File: src/rtl/bnn_cmd_encoder_if.sv
// Request, payload and output byte-stream signals of the BNN command encoder.
// Handshake rule for all three channels: a transfer happens on the rising edge where valid && ready are both high.
interface bnn_cmd_encoder_if;
    logic       req_valid;
    logic       req_ready;
    logic [1:0] req_op;
    logic [7:0] req_len;
    logic       pl_valid;
    logic [7:0] pl_data;
    logic       pl_ready;
    logic       tx_valid;
    logic [7:0] tx_data;
    logic       tx_ready;

    modport master (
        output req_valid, req_op, req_len, pl_valid, pl_data, tx_ready,
        input  req_ready, pl_ready, tx_valid, tx_data
    );

    modport slave (
        input  req_valid, req_op, req_len, pl_valid, pl_data, tx_ready,
        output req_ready, pl_ready, tx_valid, tx_data
    );
endinterface

File: src/rtl/bnn_cmd_encoder.sv
// Frames BNN write commands as opcode, length, payload bytes and trailer into a
// single registered byte stream.
module bnn_cmd_encoder #(
    parameter logic [7:0] TRAILER    = 8'hAE,
    parameter logic [7:0] OPC_INPUT  = 8'hB1,
    parameter logic [7:0] OPC_WEIGHT = 8'hB2,
    parameter logic [7:0] OPC_BIAS   = 8'hB3
) (
    input  logic                    clk,
    input  logic                    rst,
    bnn_cmd_encoder_if.slave        bus,
    output logic                    busy,
    output logic                    err,
    output logic [15:0]             frame_cnt,
    output logic [2:0]              state_dbg
);

    typedef enum logic [2:0] {
        IDLE    = 3'd0,
        OPC     = 3'd1,
        LEN     = 3'd2,
        PAYLOAD = 3'd3,
        TRAIL   = 3'd4
    } state_t;

    state_t      state_q, state_d;
    logic [1:0]  op_q;
    logic [7:0]  len_q;
    logic [7:0]  cnt_q, cnt_d;
    logic [7:0]  tx_data_q;
    logic        tx_valid_q;
    logic        tx_last_q;
    logic        err_q;
    logic [15:0] frame_cnt_q;

    logic        slot_free;
    logic        req_hs;
    logic        pl_hs;
    logic        load;
    logic        load_last;
    logic [7:0]  load_byte;

    function automatic logic [7:0] opcode_of(input logic [1:0] op);
        logic [7:0] code;
        case (op)
            2'd0:    code = OPC_INPUT;
            2'd1:    code = OPC_WEIGHT;
            default: code = OPC_BIAS;
        endcase
        return code;
    endfunction

    assign slot_free     = !tx_valid_q || bus.tx_ready;
    assign bus.req_ready = (state_q == IDLE) && !rst;
    assign req_hs        = bus.req_valid && bus.req_ready;
    assign bus.pl_ready  = (state_q == PAYLOAD) && slot_free && !rst;
    assign pl_hs         = bus.pl_valid && bus.pl_ready;

    // The opcode loads on the handshake edge itself when the slot is free; OPC
    // only waits out a trailer that is still stalled downstream.
    always_comb begin
        state_d   = state_q;
        cnt_d     = cnt_q;
        load      = 1'b0;
        load_last = 1'b0;
        load_byte = tx_data_q;
        case (state_q)
            IDLE: begin
                if (req_hs && (bus.req_op != 2'd3)) begin
                    if (slot_free) begin
                        load      = 1'b1;
                        load_byte = opcode_of(bus.req_op);
                        state_d   = LEN;
                    end else begin
                        state_d   = OPC;
                    end
                end
            end
            OPC: begin
                if (slot_free) begin
                    load      = 1'b1;
                    load_byte = opcode_of(op_q);
                    state_d   = LEN;
                end
            end
            LEN: begin
                if (slot_free) begin
                    load      = 1'b1;
                    load_byte = len_q;
                    cnt_d     = len_q;
                    state_d   = (len_q == 8'd0) ? TRAIL : PAYLOAD;
                end
            end
            PAYLOAD: begin
                if (pl_hs) begin
                    load      = 1'b1;
                    load_byte = bus.pl_data;
                    cnt_d     = cnt_q - 8'd1;
                    if (cnt_q == 8'd1) begin
                        state_d = TRAIL;
                    end
                end
            end
            TRAIL: begin
                if (slot_free) begin
                    load      = 1'b1;
                    load_byte = TRAILER;
                    load_last = 1'b1;
                    state_d   = IDLE;
                end
            end
            default: state_d = IDLE;
        endcase
    end

    // tx_last_q marks the trailer so payload bytes equal to TRAILER never count a frame.
    always_ff @(posedge clk) begin
        if (rst) begin
            state_q     <= IDLE;
            op_q        <= 2'd0;
            len_q       <= 8'd0;
            cnt_q       <= 8'd0;
            tx_data_q   <= 8'h00;
            tx_valid_q  <= 1'b0;
            tx_last_q   <= 1'b0;
            err_q       <= 1'b0;
            frame_cnt_q <= 16'd0;
        end else begin
            state_q <= state_d;
            cnt_q   <= cnt_d;
            err_q   <= req_hs && (bus.req_op == 2'd3);
            if (req_hs) begin
                op_q  <= bus.req_op;
                len_q <= bus.req_len;
            end
            if (slot_free) begin
                tx_valid_q <= load;
                tx_last_q  <= load_last;
                if (load) begin
                    tx_data_q <= load_byte;
                end
            end
            if (tx_valid_q && bus.tx_ready && tx_last_q) begin
                frame_cnt_q <= frame_cnt_q + 16'd1;
            end
        end
    end

    assign bus.tx_valid = tx_valid_q;
    assign bus.tx_data  = tx_data_q;
    assign busy         = (state_q != IDLE);
    assign err          = err_q;
    assign frame_cnt    = frame_cnt_q;
    assign state_dbg    = state_q;

endmodule

File: src/flat_wrapper.sv
// flat-port wrapper written by rule: the top's interface ports become plain ports
module bnn_cmd_encoder_flat 
#(
    parameter logic [7:0] TRAILER    = 8'hAE,
    parameter logic [7:0] OPC_INPUT  = 8'hB1,
    parameter logic [7:0] OPC_WEIGHT = 8'hB2,
    parameter logic [7:0] OPC_BIAS   = 8'hB3
)
  (clk, rst, busy, err, frame_cnt, state_dbg, bus_req_valid, bus_req_op, bus_req_len, bus_pl_valid, bus_pl_data, bus_tx_ready, bus_req_ready, bus_pl_ready, bus_tx_valid, bus_tx_data);
  bnn_cmd_encoder_if bus_i ();
  input  logic clk;
  input  logic rst;
  output logic busy;
  output logic err;
  output logic [15:0] frame_cnt;
  output logic [2:0] state_dbg;
  input wire logic [$bits(bus_i.req_valid)-1:0] bus_req_valid;
  input wire logic [$bits(bus_i.req_op)-1:0] bus_req_op;
  input wire logic [$bits(bus_i.req_len)-1:0] bus_req_len;
  input wire logic [$bits(bus_i.pl_valid)-1:0] bus_pl_valid;
  input wire logic [$bits(bus_i.pl_data)-1:0] bus_pl_data;
  input wire logic [$bits(bus_i.tx_ready)-1:0] bus_tx_ready;
  output wire logic [$bits(bus_i.req_ready)-1:0] bus_req_ready;
  output wire logic [$bits(bus_i.pl_ready)-1:0] bus_pl_ready;
  output wire logic [$bits(bus_i.tx_valid)-1:0] bus_tx_valid;
  output wire logic [$bits(bus_i.tx_data)-1:0] bus_tx_data;
  assign bus_i.req_valid = bus_req_valid;
  assign bus_i.req_op = bus_req_op;
  assign bus_i.req_len = bus_req_len;
  assign bus_i.pl_valid = bus_pl_valid;
  assign bus_i.pl_data = bus_pl_data;
  assign bus_i.tx_ready = bus_tx_ready;
  assign bus_req_ready = bus_i.req_ready;
  assign bus_pl_ready = bus_i.pl_ready;
  assign bus_tx_valid = bus_i.tx_valid;
  assign bus_tx_data = bus_i.tx_data;
  bnn_cmd_encoder #(.TRAILER(TRAILER), .OPC_INPUT(OPC_INPUT), .OPC_WEIGHT(OPC_WEIGHT), .OPC_BIAS(OPC_BIAS)) u_core (.clk(clk), .rst(rst), .bus(bus_i), .busy(busy), .err(err), .frame_cnt(frame_cnt), .state_dbg(state_dbg));
endmodule
File: config.mk
export PLATFORM = sky130hd
export DESIGN_NAME = bnn_cmd_encoder_flat
export DESIGN_NICKNAME = d
export VERILOG_FILES = /design/src/rtl/bnn_cmd_encoder_if.sv /design/src/rtl/bnn_cmd_encoder.sv /design/src/flat_wrapper.sv
export SDC_FILE = /design/constraint.sdc
export NUM_CORES = 1
export LEC_CHECK = 0
export CORE_MARGIN = 3
export CORE_UTILIZATION = 35
export DETAILED_ROUTE_END_ITERATION = 8
export DONT_BUFFER_PORTS = 1
export PLACE_DENSITY = 0.55
export SYNTH_ARGS = -nofsm -noshare
export SYNTH_HDL_FRONTEND = slang
export SYNTH_SLANG_ARGS = --single-unit
export TNS_END_PERCENT = 50
File: constraint.sdc
create_clock -name clk -period 4.9 [get_ports clk]
set_input_delay 1.47 -clock clk [delete_from_list [all_inputs] [get_ports clk]]
set_output_delay 1.47 -clock clk [all_outputs]
set_load 0.05 [all_outputs]
==> flow_summary.toml, run 1 <==
[power]
power.density_mw_per_mm2 = 595
combinationalPowerShare_pct = 40.5
p_total_mw = 1.61
p_leak_nw = 0.988
power_frac_seq_pct = 40.9
clkPwrFrac_pct = 18.6
swShare_pct = 47.0
ir_worst_vdd_mv = 0.224
intPower_uw = 852
switching_power_uw = 755

[finish]
nets = 335
layout_commonest_cell = "dfxtp_1"
num-fill-cells = 717
multi_input_area_mm2 = 0.00144
antennaDiodeCount = 0
final_cell_mix = "dfxtp_1 (48), nor2_1 (47), nand2_1 (45)"
layout-drive-gt1-share_pct = 7.74
final_util_pct = 39.3
seq_area_um2 = 961
area_delta_synth_final_pct = 7.31

[setup_path]
cp_slowest_cell = "dfxtp_1"
reg2reg_to = "u_core.bus.tx_data[1]"
crit_type = "flop to primary output"
crit_path_end_kind = "primary output"
crit_path_max_fanout = 22
timing.rr.start = "u_core.state_dbg[1]"
critPathLaunchType = "flop"
path_delay_family = "simple AND/OR/NAND/NOR gates"
crit_buf_inv = 2
worstPathRequired_ns = 3.43
crit_arrival_ns = 2.36
max_stage_delay_ns = 0.69
r2r_cells = 4
r2r_slack_ns = 2.30
path_cells = "nor3_2 -> inv_1 -> nor2_1 -> buf_4"

[floorplan]
initial_core_util_pct = 36.6
die_area_mm2 = 0.00824
die_w_um = 90.8
die_h_um = 90.8
ios = 55
num_rows = 30
coreArea_mm2 = 0.00687

[grt]
grt_max_degree = 54
antenna_found_initial = 0
grt_pass1_vias = 2058
track_usage_pct = 15.7
overflow = 0
grt_pass1_wl_um = 10400

[routing]
wl_per_cell_um = 15.4
detail_route.vias_per_cell = 5.29
drc_errors = 0
finalWirelength_um = 6250
via_count = 2148
firstDrtPassIters = 4
drt_iter0_markers = 118
ant_nets = 0

[sta]
finalSetupViolCount = 0
tightestPinTransition_ns = 1.10
skew_ns = 0.0115
finalHoldViolCount = 0
rsz0062_at_grt = "no"
period_share_pct = 78.2
hold-worst-slack_ns = 0.482
fmax_mhz = 261
fin_tns_setup_ns = 0
period_minus_slack_ns = 3.83
slew_headroom_pct = 26.5
maxSlewViolCount = 0

[synth]
synth_area_per_cell_um2 = 7.99
synth_flop_cell = "dfxtp_1"
syn_nets = 341
synth.distinct_cells = 53
synth_edf_count = 0
ys_ff_latch = 48
synth-seq-area-share_pct = 38.2
async_flop_share_pct = 0
synth_warnings = 0
syn_inst = 315
synth_area_mm2 = 0.00252

[min_path]
hp-class = "flop to flop"
worstHoldPathCells = 2
whs_endpoint = "u_core.cnt_q[3]"
hp-start = "u_core.cnt_q[3]"

[clocking]
cts_resized = 0
hold_buffers = 0
cts-root-buf = "clkbuf_8"
htreeDepth = 2
cts_sinks = 48
cts_tree = "built"
insertion_delay_ns = 0.31
post_cts_buffers = 0
numCtsBuffers = 5
path_clk_slew_ns = 0.10
clockBufferDepth = 2

[placed_design]
portBuffers = 0
gp_congestion = 0.894
hpwl_um = 4370

[flow_run]
cap_violations = 0

[outcome]
status = "finished, final reports clean"
worst min-delay path, delay by kind of cell, from the launching register on:
family	cells	cell delay, ns
flip-flops	1	0.32
AO/OA/AOI/OAI	2	0.12
final cells by class:
type,count,share of cell area (%)
clock buffers,5,2.55
clock inverters,3,1.76
inverters,6,0.834
multi-input cells,242,53.2
flip-flops and latches,48,35.6
well taps,96,4.45
repair buffers,6,1.67
cell families after synthesis:
logic type | after synthesis | share of synthesized area [%]
AOI/OAI and AO/OA | 64 | 18.1
and+or+nand+nor | 155 | 30.1
muxes | 6 | 2.44
buffers and inverters | 25 | 4.77
adders and majority gates | 3 | 1.49
xor gates and xnor gates | 14 | 4.87
DFF | 48 | 38.2
state kept, by name, summed over array words and instances (netlist names), 2 cells and up:
| signal | flops |
|---|---|
| u_core.op_q | 2 |
| u_core.frame_cnt | 16 |
| u_core.cnt_q | 8 |
| u_core.state_dbg | 3 |
| u_core.len_q | 8 |
| u_core.bus.tx_data | 8 |
through the flow:
stage | setup WS [ns] | cells | area (um^2)
floorplan | 0.557 | 315 | 2520
finish | 1.07 | 406 | 2700
global placement | 1.38 | 398 | 2580
global route | 0.914 | 406 | 2700
CTS | 1.06 | 406 | 2700
detailed placement | 1.36 | 398 | 2580
power by group through the flow:
stage | clock network (mW) | logic [mW] | registers, mW
after global routing | 0.321 | 0.721 | 0.671
after global placement | 0 | 0.650 | 0.666
after CTS | 0.309 | 0.654 | 0.659
after floorplan | 0 | 0.555 | 0.654
after detailed placement | 0 | 0.651 | 0.668
final | 0.298 | 0.651 | 0.658
Yosys cell counts (2+ instances only):
master    number  area [um^2]
a211oi_2       3         37.5
a21o_1         5         37.5
a21oi_1       20          100
a221oi_1       2         17.5
a311oi_1       3         26.3
a31oi_1        2         12.5
and3_1         3         18.8
buf_2          6         30.0
buf_6          2         22.5
clkbuf_1       9         33.8
dfxtp_1       48          961
ha_1           3         37.5
inv_1          6         22.5
mux2i_1        5         50.1
nand2_1       45          169
nand2b_1       7         43.8
nand3_1       12         60.1
nand3b_1      11         82.6
nand4_1        5         31.3
nor2_1        47          176
nor2b_1        4         25.0
nor3_1         6         30.0
nor3b_1        3         22.5
nor4_1         2         12.5
o21ai_0       11         55.1
o21ai_1        2         10.0
o31ai_1        4         30.0
or4_1          2         15.0
xnor2_1        6         52.6
xor2_1         8         70.1
worst max path at each step:
stage,end,cells past startpoint,slack [ns],start
floorplan,bus_pl_ready,3,0.56,rst
global placement,bus_pl_ready,4,1.38,bus_tx_ready
detailed placement,bus_pl_ready,4,1.36,bus_tx_ready
CTS,bus_req_ready,4,1.06,u_core.state_dbg[1]
global route,bus_req_ready,4,0.91,u_core.state_dbg[1]
finish,bus_req_ready,4,1.07,u_core.state_dbg[1]
layer usage:
metal  track usage [%]  vias up  part of all wire (%)
li1                  -     1082                     -
met1              21.4      987                    47
met2              22.8       74                    42
met3              6.25        5                    11
met4              4.52        0                   1.1
met5                 0        -                     0
Power figures use the tool's default switching activity.
==> run 2: changes to the inputs <==
- PLACE_DENSITY: 0.55 -> 0.57
- clock period: 4.9 -> 3.2 ns (I/O delays scaled with it)
==> flow_summary.toml, run 2 (synthesis results as in run 1) <==
[sta]
finalSetupViolCount = 0
fin_tns_setup_ns = 0
finalWorstSetupSlack_ns = 0.532
tightestPinTransition_ns = 0.698
period_minus_slack_ns = 2.67
rsz0062_at_grt = "no"
skew_ns = 0.0105
period_share_pct = 83.4
maxSlewViolCount = 0
finalHoldViolCount = 0
slew_headroom_pct = 53.5
fmax_mhz = 375

[clocking]
cts_tree = "built"
clockBufferDepth = 2
numCtsBuffers = 5
cts_resized = 0
cts-root-buf = "clkbuf_8"
path_clk_slew_ns = 0.10
insertion_delay_ns = 0.31
post_cts_buffers = 0
cts_sinks = 48
htreeDepth = 2
hold_buffers = 0

[outcome]
status = "finished, final reports clean"

[floorplan]
num_rows = 30
die_h_um = 90.8
initial_core_util_pct = 36.6
coreArea_mm2 = 0.00687
die_w_um = 90.8
ios = 55
die_area_mm2 = 0.00824

[power]
ir_worst_vdd_mv = 0.260
power.density_mw_per_mm2 = 921
combinationalPowerShare_pct = 43.0
switching_power_mw = 1.19
intPower_mw = 1.35
p_leak_nw = 1.02
clkPwrFrac_pct = 18.3
swShare_pct = 46.9
power_frac_seq_pct = 38.7

[flow_run]
cap_violations = 0

[placed_design]
portBuffers = 0
hpwl_um = 4620
gp_congestion = 0.847
dp_slack_ns = 0.758

[setup_path]
path_delay_family = "simple AND/OR/NAND/NOR gates"
crit_arrival_ns = 1.71
path_depth = 4
crit_path_end_kind = "primary output"
cp_slowest_cell = "nor3_2"
worstPathRequired_ns = 2.24
critPathLaunchType = "flop"
crit_type = "flop to primary output"
crit_path_max_fanout = 8
max_stage_delay_ns = 0.52
path_cells = "nor3_2 -> inv_1 -> nor2_1 -> buf_4"
crit_buf_inv = 2
r2r_slack_ns = 1.00
r2r_cells = 6

[finish]
layout_commonest_cell = "dfxtp_1"
antennaDiodeCount = 0
seq_area_um2 = 961
area_delta_synth_final_pct = 9.55
final_util_pct = 40.1
multi_input_area_mm2 = 0.00144
layout-drive-gt1-share_pct = 10.1
final_cell_mix = "dfxtp_1 (48), nor2_1 (47), nand2_1 (45)"
nets = 342
largest_register_ff_count = 16
num-fill-cells = 713

[grt]
grt_pass1_wl_um = 10900
grt_max_degree = 54
grt_pass1_vias = 2148
overflow = 0
track_usage_pct = 16.2
antenna_found_initial = 0

[routing]
ant_nets = 0
wl_per_cell_um = 15.7
via_count = 2223
drc_errors = 0
firstDrtPassIters = 5
detail_route.vias_per_cell = 5.38
drt_iter0_markers = 199
finalWirelength_um = 6500

[min_path]
hp-class = "flop to flop"
worstHoldPathCells = 2
## run 2: worst reg2reg max path, cell delays in order (launching register included)
cell	delay, ns
dfxtp_1	0.71
ha_1	0.28
inv_1	0.06
nor4_1	0.59
nand3_1	0.18
xor2_1	0.18
nor2_1	0.11
## run 2: path summary, 6_finish.rpt
kind,startpoint,endpoint
min reg2reg,u_core.cnt_q[3],u_core.cnt_q[3]
min,u_core.cnt_q[3],u_core.cnt_q[3]
max,u_core.state_dbg[0],bus_req_ready
max reg2reg,u_core.frame_cnt[0],u_core.frame_cnt[14]
## run 2: per-layer routing
metal | track usage [%] | vias up | part of all wire, %
li1 | - | 1097 | -
met1 | 21.6 | 1057 | 47
met3 | 5.75 | 7 | 7.4
met4 | 5.28 | 0 | 1.3
met2 | 24.3 | 62 | 44
met5 | 0 | - | 0
## run 2: cell type report
| class | instances | share of cell area, % |
|---|---|---|
| inverter | 6 | 0.817 |
| clock inverter | 3 | 1.68 |
| timing repair buffer | 13 | 3.54 |
| multi-input combinational | 242 | 52.2 |
| clock buffer | 5 | 2.50 |
| sequential | 48 | 34.9 |
| tap | 96 | 4.36 |
## run 2: stage by stage
stage	hold slack [ns]	instances	power [mW]	cell area [um^2]
floorplan	0.450	315	1.85	2520
global placement	0.460	405	2.08	2640
detailed placement	0.464	405	2.08	2640
CTS	0.478	413	2.55	2760
global route	0.509	413	2.71	2760
finish	0.476	413	2.54	2760
## run 2: power by group through the flow
stage | sequential, mW | combinational (mW) | clock, mW
finish | 0.983 | 1.09 | 0.465
global route | 1.00 | 1.20 | 0.508
CTS | 0.981 | 1.09 | 0.476
detailed placement | 0.994 | 1.09 | 0
global placement | 0.995 | 1.08 | 0
floorplan | 1.00 | 0.851 | 0
